[config.mk]
export PLATFORM = sky130hd
export DESIGN_NAME = pwm_capture
export DESIGN_NICKNAME = d
export VERILOG_FILES = /design/src/rtl/pwm_pkg.sv /design/src/rtl/pwm_div.sv /design/src/rtl/pwm_capture.sv
export SDC_FILE = /design/constraint.sdc
export NUM_CORES = 1
export LEC_CHECK = 0
export ABC_AREA = 1
export ABC_CLOCK_PERIOD_IN_PS = 2600
export BUFFER_PORTS_ARGS = -buffer_cell sky130_fd_sc_hd__buf_4
export CAP_MARGIN = 20
export CORE_MARGIN = 3
export CORE_UTILIZATION = 45
export DETAILED_ROUTE_END_ITERATION = 8
export PLACE_DENSITY_LB_ADDON = 0.2
export SYNTH_ARGS = -nofsm -noshare
export SYNTH_HDL_FRONTEND = slang
export SYNTH_SLANG_ARGS = --single-unit
[constraint.sdc]
create_clock -name clk -period 2.6 [get_ports clk]
set_clock_uncertainty 0.05 [all_clocks]
set_input_delay 0.52 -clock clk [delete_from_list [all_inputs] [get_ports clk]]
set_output_delay 0.52 -clock clk [all_outputs]
set_load 0.02 [all_outputs]
[src/rtl/pwm_pkg.sv]
// Shared definitions for the PWM link: default duty-code width and the
// capture FSM state encoding, also used by loopback benches.
package pwm_pkg;

    localparam int PWM_DUTY_W = 8;

    typedef enum logic [1:0] {
        ST_IDLE    = 2'd0,
        ST_MEASURE = 2'd1,
        ST_DIVIDE  = 2'd2
    } cap_state_e;

endpackage

[src/rtl/pwm_div.sv]
// Sequential restoring divider producing floor(num*2^DUTY_W/den), one
// quotient bit per clock, MSB first; saturates when num >= den.
module pwm_div
    import pwm_pkg::*;
#(
    parameter int CNT_W  = 16,
    parameter int DUTY_W = PWM_DUTY_W
) (
    input  logic              clk,
    input  logic              rst,
    input  logic              start,
    input  logic [CNT_W-1:0]  num,
    input  logic [CNT_W-1:0]  den,
    output logic [DUTY_W-1:0] q,
    output logic              done
);

    localparam int IT_W = $clog2(DUTY_W + 1);
    localparam logic [IT_W-1:0] LAST = IT_W'(DUTY_W - 1);

    logic              busy_q, busy_d;
    logic [IT_W-1:0]   cnt_q, cnt_d;
    logic [CNT_W:0]    rem_q, rem_d;
    logic [CNT_W-1:0]  den_q, den_d;
    logic [DUTY_W-1:0] quo_q, quo_d;
    logic              sat_q, sat_d;

    logic [CNT_W:0]    rem_sh;
    logic [CNT_W:0]    rem_nx;
    logic [DUTY_W-1:0] quo_nx;
    logic              ge;

    always_comb begin
        rem_sh = rem_q << 1;
        ge     = rem_sh >= {1'b0, den_q};
        rem_nx = ge ? (rem_sh - {1'b0, den_q}) : rem_sh;
        quo_nx = {quo_q[DUTY_W-2:0], ge};
        done   = busy_q && (cnt_q == LAST);
        // q is only meaningful in the done cycle: it carries the final bit
        q      = sat_q ? {DUTY_W{1'b1}} : quo_nx;

        busy_d = busy_q;
        cnt_d  = cnt_q;
        rem_d  = rem_q;
        den_d  = den_q;
        quo_d  = quo_q;
        sat_d  = sat_q;
        if (start) begin
            busy_d = 1'b1;
            cnt_d  = '0;
            rem_d  = {1'b0, num};
            den_d  = den;
            quo_d  = '0;
            sat_d  = (num >= den);
        end else if (busy_q) begin
            rem_d = rem_nx;
            quo_d = quo_nx;
            cnt_d = cnt_q + IT_W'(1);
            if (done) begin
                busy_d = 1'b0;
            end
        end
    end

    always_ff @(posedge clk) begin
        if (rst) begin
            busy_q <= 1'b0;
            cnt_q  <= '0;
            rem_q  <= '0;
            den_q  <= '0;
            quo_q  <= '0;
            sat_q  <= 1'b0;
        end else begin
            busy_q <= busy_d;
            cnt_q  <= cnt_d;
            rem_q  <= rem_d;
            den_q  <= den_d;
            quo_q  <= quo_d;
            sat_q  <= sat_d;
        end
    end

endmodule

[src/rtl/pwm_capture.sv]
// PWM receiver: measures period and high time between rising edges of an
// asynchronous input and reports an 8-bit duty code via pwm_div.
module pwm_capture
    import pwm_pkg::*;
#(
    parameter int CNT_W  = 16,
    parameter int DUTY_W = PWM_DUTY_W
) (
    input  logic              clk,
    input  logic              rst,
    input  logic              pwm_in,
    output logic [CNT_W-1:0]  period,
    output logic [CNT_W-1:0]  high_time,
    output logic [DUTY_W-1:0] duty,
    output logic              valid,
    output logic              timeout,
    output logic              overrun
);

    localparam logic [CNT_W-1:0] CNT_MAX = {CNT_W{1'b1}};
    localparam logic [CNT_W-1:0] CNT_PRE = {{(CNT_W-1){1'b1}}, 1'b0};

    function automatic logic [CNT_W-1:0] sat_inc(input logic [CNT_W-1:0] v);
        return (v == CNT_MAX) ? v : v + CNT_W'(1);
    endfunction

    logic              sync1_q, sync1_d;
    logic              sync2_q, sync2_d;
    logic              s_prev_q, s_prev_d;
    logic [CNT_W-1:0]  per_cnt_q, per_cnt_d;
    logic [CNT_W-1:0]  hi_cnt_q, hi_cnt_d;
    cap_state_e        state_q, state_d;
    logic [CNT_W-1:0]  period_q, period_d;
    logic [CNT_W-1:0]  high_time_q, high_time_d;
    logic [DUTY_W-1:0] duty_q, duty_d;
    logic              valid_q, valid_d;
    logic              timeout_q, timeout_d;
    logic              overrun_q, overrun_d;

    logic              s;
    logic              rise;
    logic              tmo_evt;
    logic              div_start;
    logic              div_done;
    logic [DUTY_W-1:0] div_q;

    pwm_div #(
        .CNT_W  (CNT_W),
        .DUTY_W (DUTY_W)
    ) u_div (
        .clk   (clk),
        .rst   (rst),
        .start (div_start),
        .num   (hi_cnt_q),
        .den   (per_cnt_q),
        .q     (div_q),
        .done  (div_done)
    );

    always_comb begin
        sync1_d  = pwm_in;
        sync2_d  = sync1_q;
        s        = sync2_q;
        s_prev_d = s;
        rise     = s & ~s_prev_q;

        if (rise) begin
            per_cnt_d = CNT_W'(1);
            hi_cnt_d  = CNT_W'(1);
        end else begin
            per_cnt_d = sat_inc(per_cnt_q);
            hi_cnt_d  = s ? sat_inc(hi_cnt_q) : hi_cnt_q;
        end

        // Fires only on the step into saturation, so a stuck input reports once
        tmo_evt = !rise && (state_q != ST_DIVIDE) && (per_cnt_q == CNT_PRE);

        state_d     = state_q;
        period_d    = period_q;
        high_time_d = high_time_q;
        duty_d      = duty_q;
        valid_d     = 1'b0;
        timeout_d   = timeout_q;
        overrun_d   = 1'b0;
        div_start   = 1'b0;

        case (state_q)
            ST_IDLE, ST_MEASURE: begin
                if (rise) begin
                    if (state_q == ST_MEASURE) begin
                        period_d    = per_cnt_q;
                        high_time_d = hi_cnt_q;
                        div_start   = 1'b1;
                        state_d     = ST_DIVIDE;
                    end else begin
                        state_d = ST_MEASURE;
                    end
                end else if (tmo_evt) begin
                    period_d    = '0;
                    high_time_d = '0;
                    duty_d      = {DUTY_W{s}};
                    valid_d     = 1'b1;
                    timeout_d   = 1'b1;
                    state_d     = ST_IDLE;
                end
            end
            ST_DIVIDE: begin
                if (rise) begin
                    overrun_d = 1'b1;
                end
                if (div_done) begin
                    duty_d    = div_q;
                    valid_d   = 1'b1;
                    timeout_d = 1'b0;
                    state_d   = ST_MEASURE;
                end
            end
            default: state_d = ST_IDLE;
        endcase
    end

    always_ff @(posedge clk) begin
        if (rst) begin
            sync1_q     <= 1'b0;
            sync2_q     <= 1'b0;
            s_prev_q    <= 1'b0;
            per_cnt_q   <= '0;
            hi_cnt_q    <= '0;
            state_q     <= ST_IDLE;
            period_q    <= '0;
            high_time_q <= '0;
            duty_q      <= '0;
            valid_q     <= 1'b0;
            timeout_q   <= 1'b0;
            overrun_q   <= 1'b0;
        end else begin
            sync1_q     <= sync1_d;
            sync2_q     <= sync2_d;
            s_prev_q    <= s_prev_d;
            per_cnt_q   <= per_cnt_d;
            hi_cnt_q    <= hi_cnt_d;
            state_q     <= state_d;
            period_q    <= period_d;
            high_time_q <= high_time_d;
            duty_q      <= duty_d;
            valid_q     <= valid_d;
            timeout_q   <= timeout_d;
            overrun_q   <= overrun_d;
        end
    end

    assign period    = period_q;
    assign high_time = high_time_q;
    assign duty      = duty_q;
    assign valid     = valid_q;
    assign timeout   = timeout_q;
    assign overrun   = overrun_q;

endmodule
==> impl_summary.md <==
Yosys
The top-area cell type share of the netlist area is 0.372. The count of unique library cells instantiated by Yosys is between 40 and 50. Yosys instantiated no cell more often than sky130_fd_sc_hd__nand2_1.

After technology mapping, the gate count stands at 976. The Yosys step of the flow raised 0 warnings. The number of flops mapped to enable cells by yosys is 0.

By area the synthesized netlist is led by sky130_fd_sc_hd__dfxtp_1 37%, sky130_fd_sc_hd__nand2_1 14%, sky130_fd_sc_hd__inv_1 8.0%. The mean instance size in the synthesized netlist is ~6.9 um^2. The combined area of all synthesized cells is 0.00672 mm^2. The largest total area in the synthesized netlist belongs to sky130_fd_sc_hd__dfxtp_1. The most used flip-flop cell after synthesis is sky130_fd_sc_hd__dfxtp_1.

Of the synthesized area, sequential elements account for 0.372. Counting every net in the synthesized netlist gives 1,016. In this run, synthesis produced a sequential element count of 125. In the synthesized netlist the async set-or-reset flop fraction comes to 0.

Counting instances in the post-synthesis netlist gives the leading cell types as 252 x sky130_fd_sc_hd__nand2_1, 143 x sky130_fd_sc_hd__inv_1, 125 x sky130_fd_sc_hd__dfxtp_1.

Finish
In the final layout, the share of cells above drive strength 1 is 0.106. The layout has between 1k and 1.5k filler cells. For this run, the share of the core covered by cells in the final layout is 0.537.

The finished cells cover 0.00783 mm^2. The synthesis-to-finish area growth is 16.5%. The number of antenna diodes in the final layout is 0.

The final cell count without fillers is 1,221. In the final design database the tool counted 1,064 nets.

Timing
At the pin with the least slew margin, the transition time is just over 0.5 ns. Timing would allow up to roughly 450 MHz. The max-slew violation total from the final report was 0. In the final timing run, aggregate negative setup slack is 0 ns. The count of endpoints failing hold in the final timing report is 0. The smallest clock period supported by the final layout is computed as roughly 2.2 ns.

Setup repair after global routing left no endpoint under its margin. Setup violations remaining at the end of the flow were counted as 0. The final cycle utilization of the critical path is 0.862. The worst pin sits at a relative slew slack of 0.660.

Die
For this configuration, the core starts out at a cell density of 0.461. The number of primary I/O pins is 46. The die covers 0.0164 mm^2.

The overall die height is between 100 and 150 um. The chip width is between 100 and 150 um. After floorplanning, the core was sized to cover roughly 0.015 mm^2. The number of placement rows is 44.

Worst setup path
For the worst setup path, the data arrival time is 2.54 ns. The start of the worst register-to-register path is u_div.den_q[8]$_SDFFE_PP0P_. Counting cells, the worst reg-to-reg path comes to 13. The type of destination of the critical path is a register. The start-to-end type of the worst setup path is reg -> reg. STA classifies the critical path startpoint as a register. The critical path data required time is ~2.9 ns. Along the worst path, the maximum fanout reaches 18. The launching instance or port of the critical path is u_div.den_q[8]$_SDFFE_PP0P_.

Route
After detailed routing, the average wire length per cell comes to 15.2 um. The average via count per standard cell is approximately 5.2. The post-detailed-route count of antenna-violating nets is 0. The initial detailed-routing violation count is 440. For this block, the routed nets add up to 18,600 um of wire. The count of unresolved DRC violations after routing is 0. The routed layout has 6,302 vias.

The iteration count of the initial detailed-routing pass is 5.

Clocking
The total clock sinks is between 100 and 150. After clock tree synthesis, the repair step resized 0 gates. The total CTS buffers is 17.

The tree is rooted in a sky130_fd_sc_hd__clkbuf_16. TritonCTS built the clock tree. The clock-pin slew reported for the worst setup and hold paths after clock tree synthesis is about 0.060 ns. For this design, the CTS-stage hold fixing added 0 buffers.

The later-pin clock latency in the skew report is about 0.42 ns. The CTS H-tree depth is 4. The number of setup buffers added after CTS is 0. In this run the deepest clock path goes through 2 buffers.

GRT
The initial antenna violation count is 0. The total grt overflow is 0. The global routing stage identified its most utilized layer as met2. The number of global-route vias before repair is slightly below 6k.

The first global-routing pass estimated roughly 30,000 um of wire. The total track usage is 0.233. Entering global routing, the biggest net connects between 40 and 50 pins. For met3 alone, demand over resource in global routing was 0.0404. The met2 track demand over resource in global routing is 0.365. The met1 global-route usage is 0.324.

Pwr
The share of total power dissipated in combinational logic is 0.110. The total power is roughly 5 mW. For this design the static power due to leakage is 3.57 nW.

Of the total power, the share spent switching nets is 0.255. The power share of the clock group is 0.493. The power density over the cells is 629 mW/mm^2. The internal portion of the total power is between 3 and 4 mW. The proportion of power drawn by flip-flops and latches is 0.397. VDD sags by at most roughly 420 uV. The net switching power of the design is about 1.3 mW.

Placement
After legalization and detailed placement, the total HPWL measured approximately 14,000 um. The post-place instance area is approximately 0.0072 mm^2. The routability congestion estimate from global placement is approximately 0.89. Including well taps, the total number of placed cells is 1,189.

The count of buffers inserted at the top-level ports is 45.

Run status
The run finished with clean final reports.

Min path
In this run the most critical hold path is launched from rst. The tightest min-delay check is of the in -> reg type. The number of cells on the worst hold path is 2.

Job
The tool flagged a number of max-cap violations equal to 0.
-- per-layer routing --
| metal | part of all wire | wire (um) | vias to the layer above |
|---|---|---|---|
| met4 | 0.018 | 326 | 0 |
| met5 | 0 | 0 | - |
| met1 | 0.49 | 9040 | 2867 |
| met2 | 0.45 | 8420 | 127 |
| met3 | 0.043 | 798 | 23 |
| li1 | - | - | 3285 |
-- worst paths after layout --
path | to | slack [ns]
setup / recovery | u_div.rem_q[1]$_SDFFE_PP0P_ | 0.36
hold / removal | period[5]$_SDFFE_PP0P_ | 0.24
setup reg to reg | u_div.rem_q[1]$_SDFFE_PP0P_ | 0.36
hold reg to reg | s$_SDFF_PP0_ | 0.35
-- stage by stage --
step | setup WS (ns) | hold slack [ns]
2_1_floorplan | 0.662 | 0.338
3_3_place_gp | 0.389 | 0.349
3_5_place_dp | 0.382 | 0.351
4_1_cts | 0.375 | 0.229
5_1_grt | 0.113 | 0.241
6_report | 0.359 | 0.241
-- area by class of cell --
| type | instances | area, um^2 | area share |
|---|---|---|---|
| clock inverter | 10 | 138 | 0.0176 |
| sequential | 125 | 2500 | 0.319 |
| timing repair buffer | 58 | 435 | 0.0556 |
| multi-input combinational | 671 | 3500 | 0.446 |
| clock buffer | 22 | 464 | 0.0593 |
| inverter | 151 | 567 | 0.0724 |
| tap | 184 | 230 | 0.0294 |
-- sequential cells by signal, summed over array words and instances (netlist names), 2 cells and up --
name / count
duty: 8
hi_cnt_q: 16
high_time: 16
per_cnt_q: 16
period: 16
state_q: 2
u_div.cnt_q: 4
u_div.den_q: 16
u_div.quo_q: 7
u_div.rem_q: 16
-- worst max-delay path, stage by stage, from the launching register on --
cell	delay [ns]
sky130_fd_sc_hd__dfxtp_1	0.31
sky130_fd_sc_hd__inv_1	0.06
sky130_fd_sc_hd__ha_1	0.36
sky130_fd_sc_hd__nand2_1	0.17
sky130_fd_sc_hd__inv_1	0.06
sky130_fd_sc_hd__nand2_1	0.07
sky130_fd_sc_hd__nand2_1	0.08
sky130_fd_sc_hd__inv_1	0.08
sky130_fd_sc_hd__nand3_1	0.11
sky130_fd_sc_hd__nand2_2	0.28
sky130_fd_sc_hd__nand2_4	0.21
sky130_fd_sc_hd__nand2_1	0.11
sky130_fd_sc_hd__nand3_1	0.08
sky130_fd_sc_hd__a21oi_1	0.14
-- cells in the final DEF, fill, tap and decap left out, types with 4 or more instances in the layout --
cell                        netlist  layout
sky130_fd_sc_hd__nand2_1        252     252
sky130_fd_sc_hd__inv_1          143     143
sky130_fd_sc_hd__dfxtp_1        125     125
sky130_fd_sc_hd__a21oi_1        104     104
sky130_fd_sc_hd__nand3_1         59      59
sky130_fd_sc_hd__o21ai_0         58      58
sky130_fd_sc_hd__buf_4            0      58
sky130_fd_sc_hd__nor2_1          50      50
sky130_fd_sc_hd__ha_1            36      36
sky130_fd_sc_hd__nor3_1          18      18
sky130_fd_sc_hd__nand4_1         17      17
sky130_fd_sc_hd__clkbuf_16        0      17
sky130_fd_sc_hd__o22ai_1         15      15
sky130_fd_sc_hd__nand3b_1        11      11
sky130_fd_sc_hd__inv_2            7       7
sky130_fd_sc_hd__a31oi_1          7       7
sky130_fd_sc_hd__xnor2_1          5       5
sky130_fd_sc_hd__o21ai_1          4       4
sky130_fd_sc_hd__nand2_2          4       4
sky130_fd_sc_hd__xor2_1           4       4
-- logic make-up (layout without fill, tap and decap cells) --
| group | count (synthesis) | after routing | synth area share |
|---|---|---|---|
| simple gates | 428 | 428 | 0.283 |
| compound gates | 197 | 197 | 0.156 |
| buf+inv | 180 | 241 | 0.107 |
| flops | 125 | 125 | 0.372 |
| fa+ha+maj | 37 | 37 | 0.0700 |
| xor+xnor | 9 | 9 | 0.0117 |
-- power by group through the flow --
stage	registers [mW]	logic [mW]	clock network, mW
floorplan	1.99	0.417	0
global placement	2.00	0.531	0
detailed placement	2.00	0.535	0
CTS	1.96	0.537	2.47
global route	1.96	0.620	2.55
finish	1.96	0.541	2.43
Note: power is estimated with default switching activity, not from simulation.
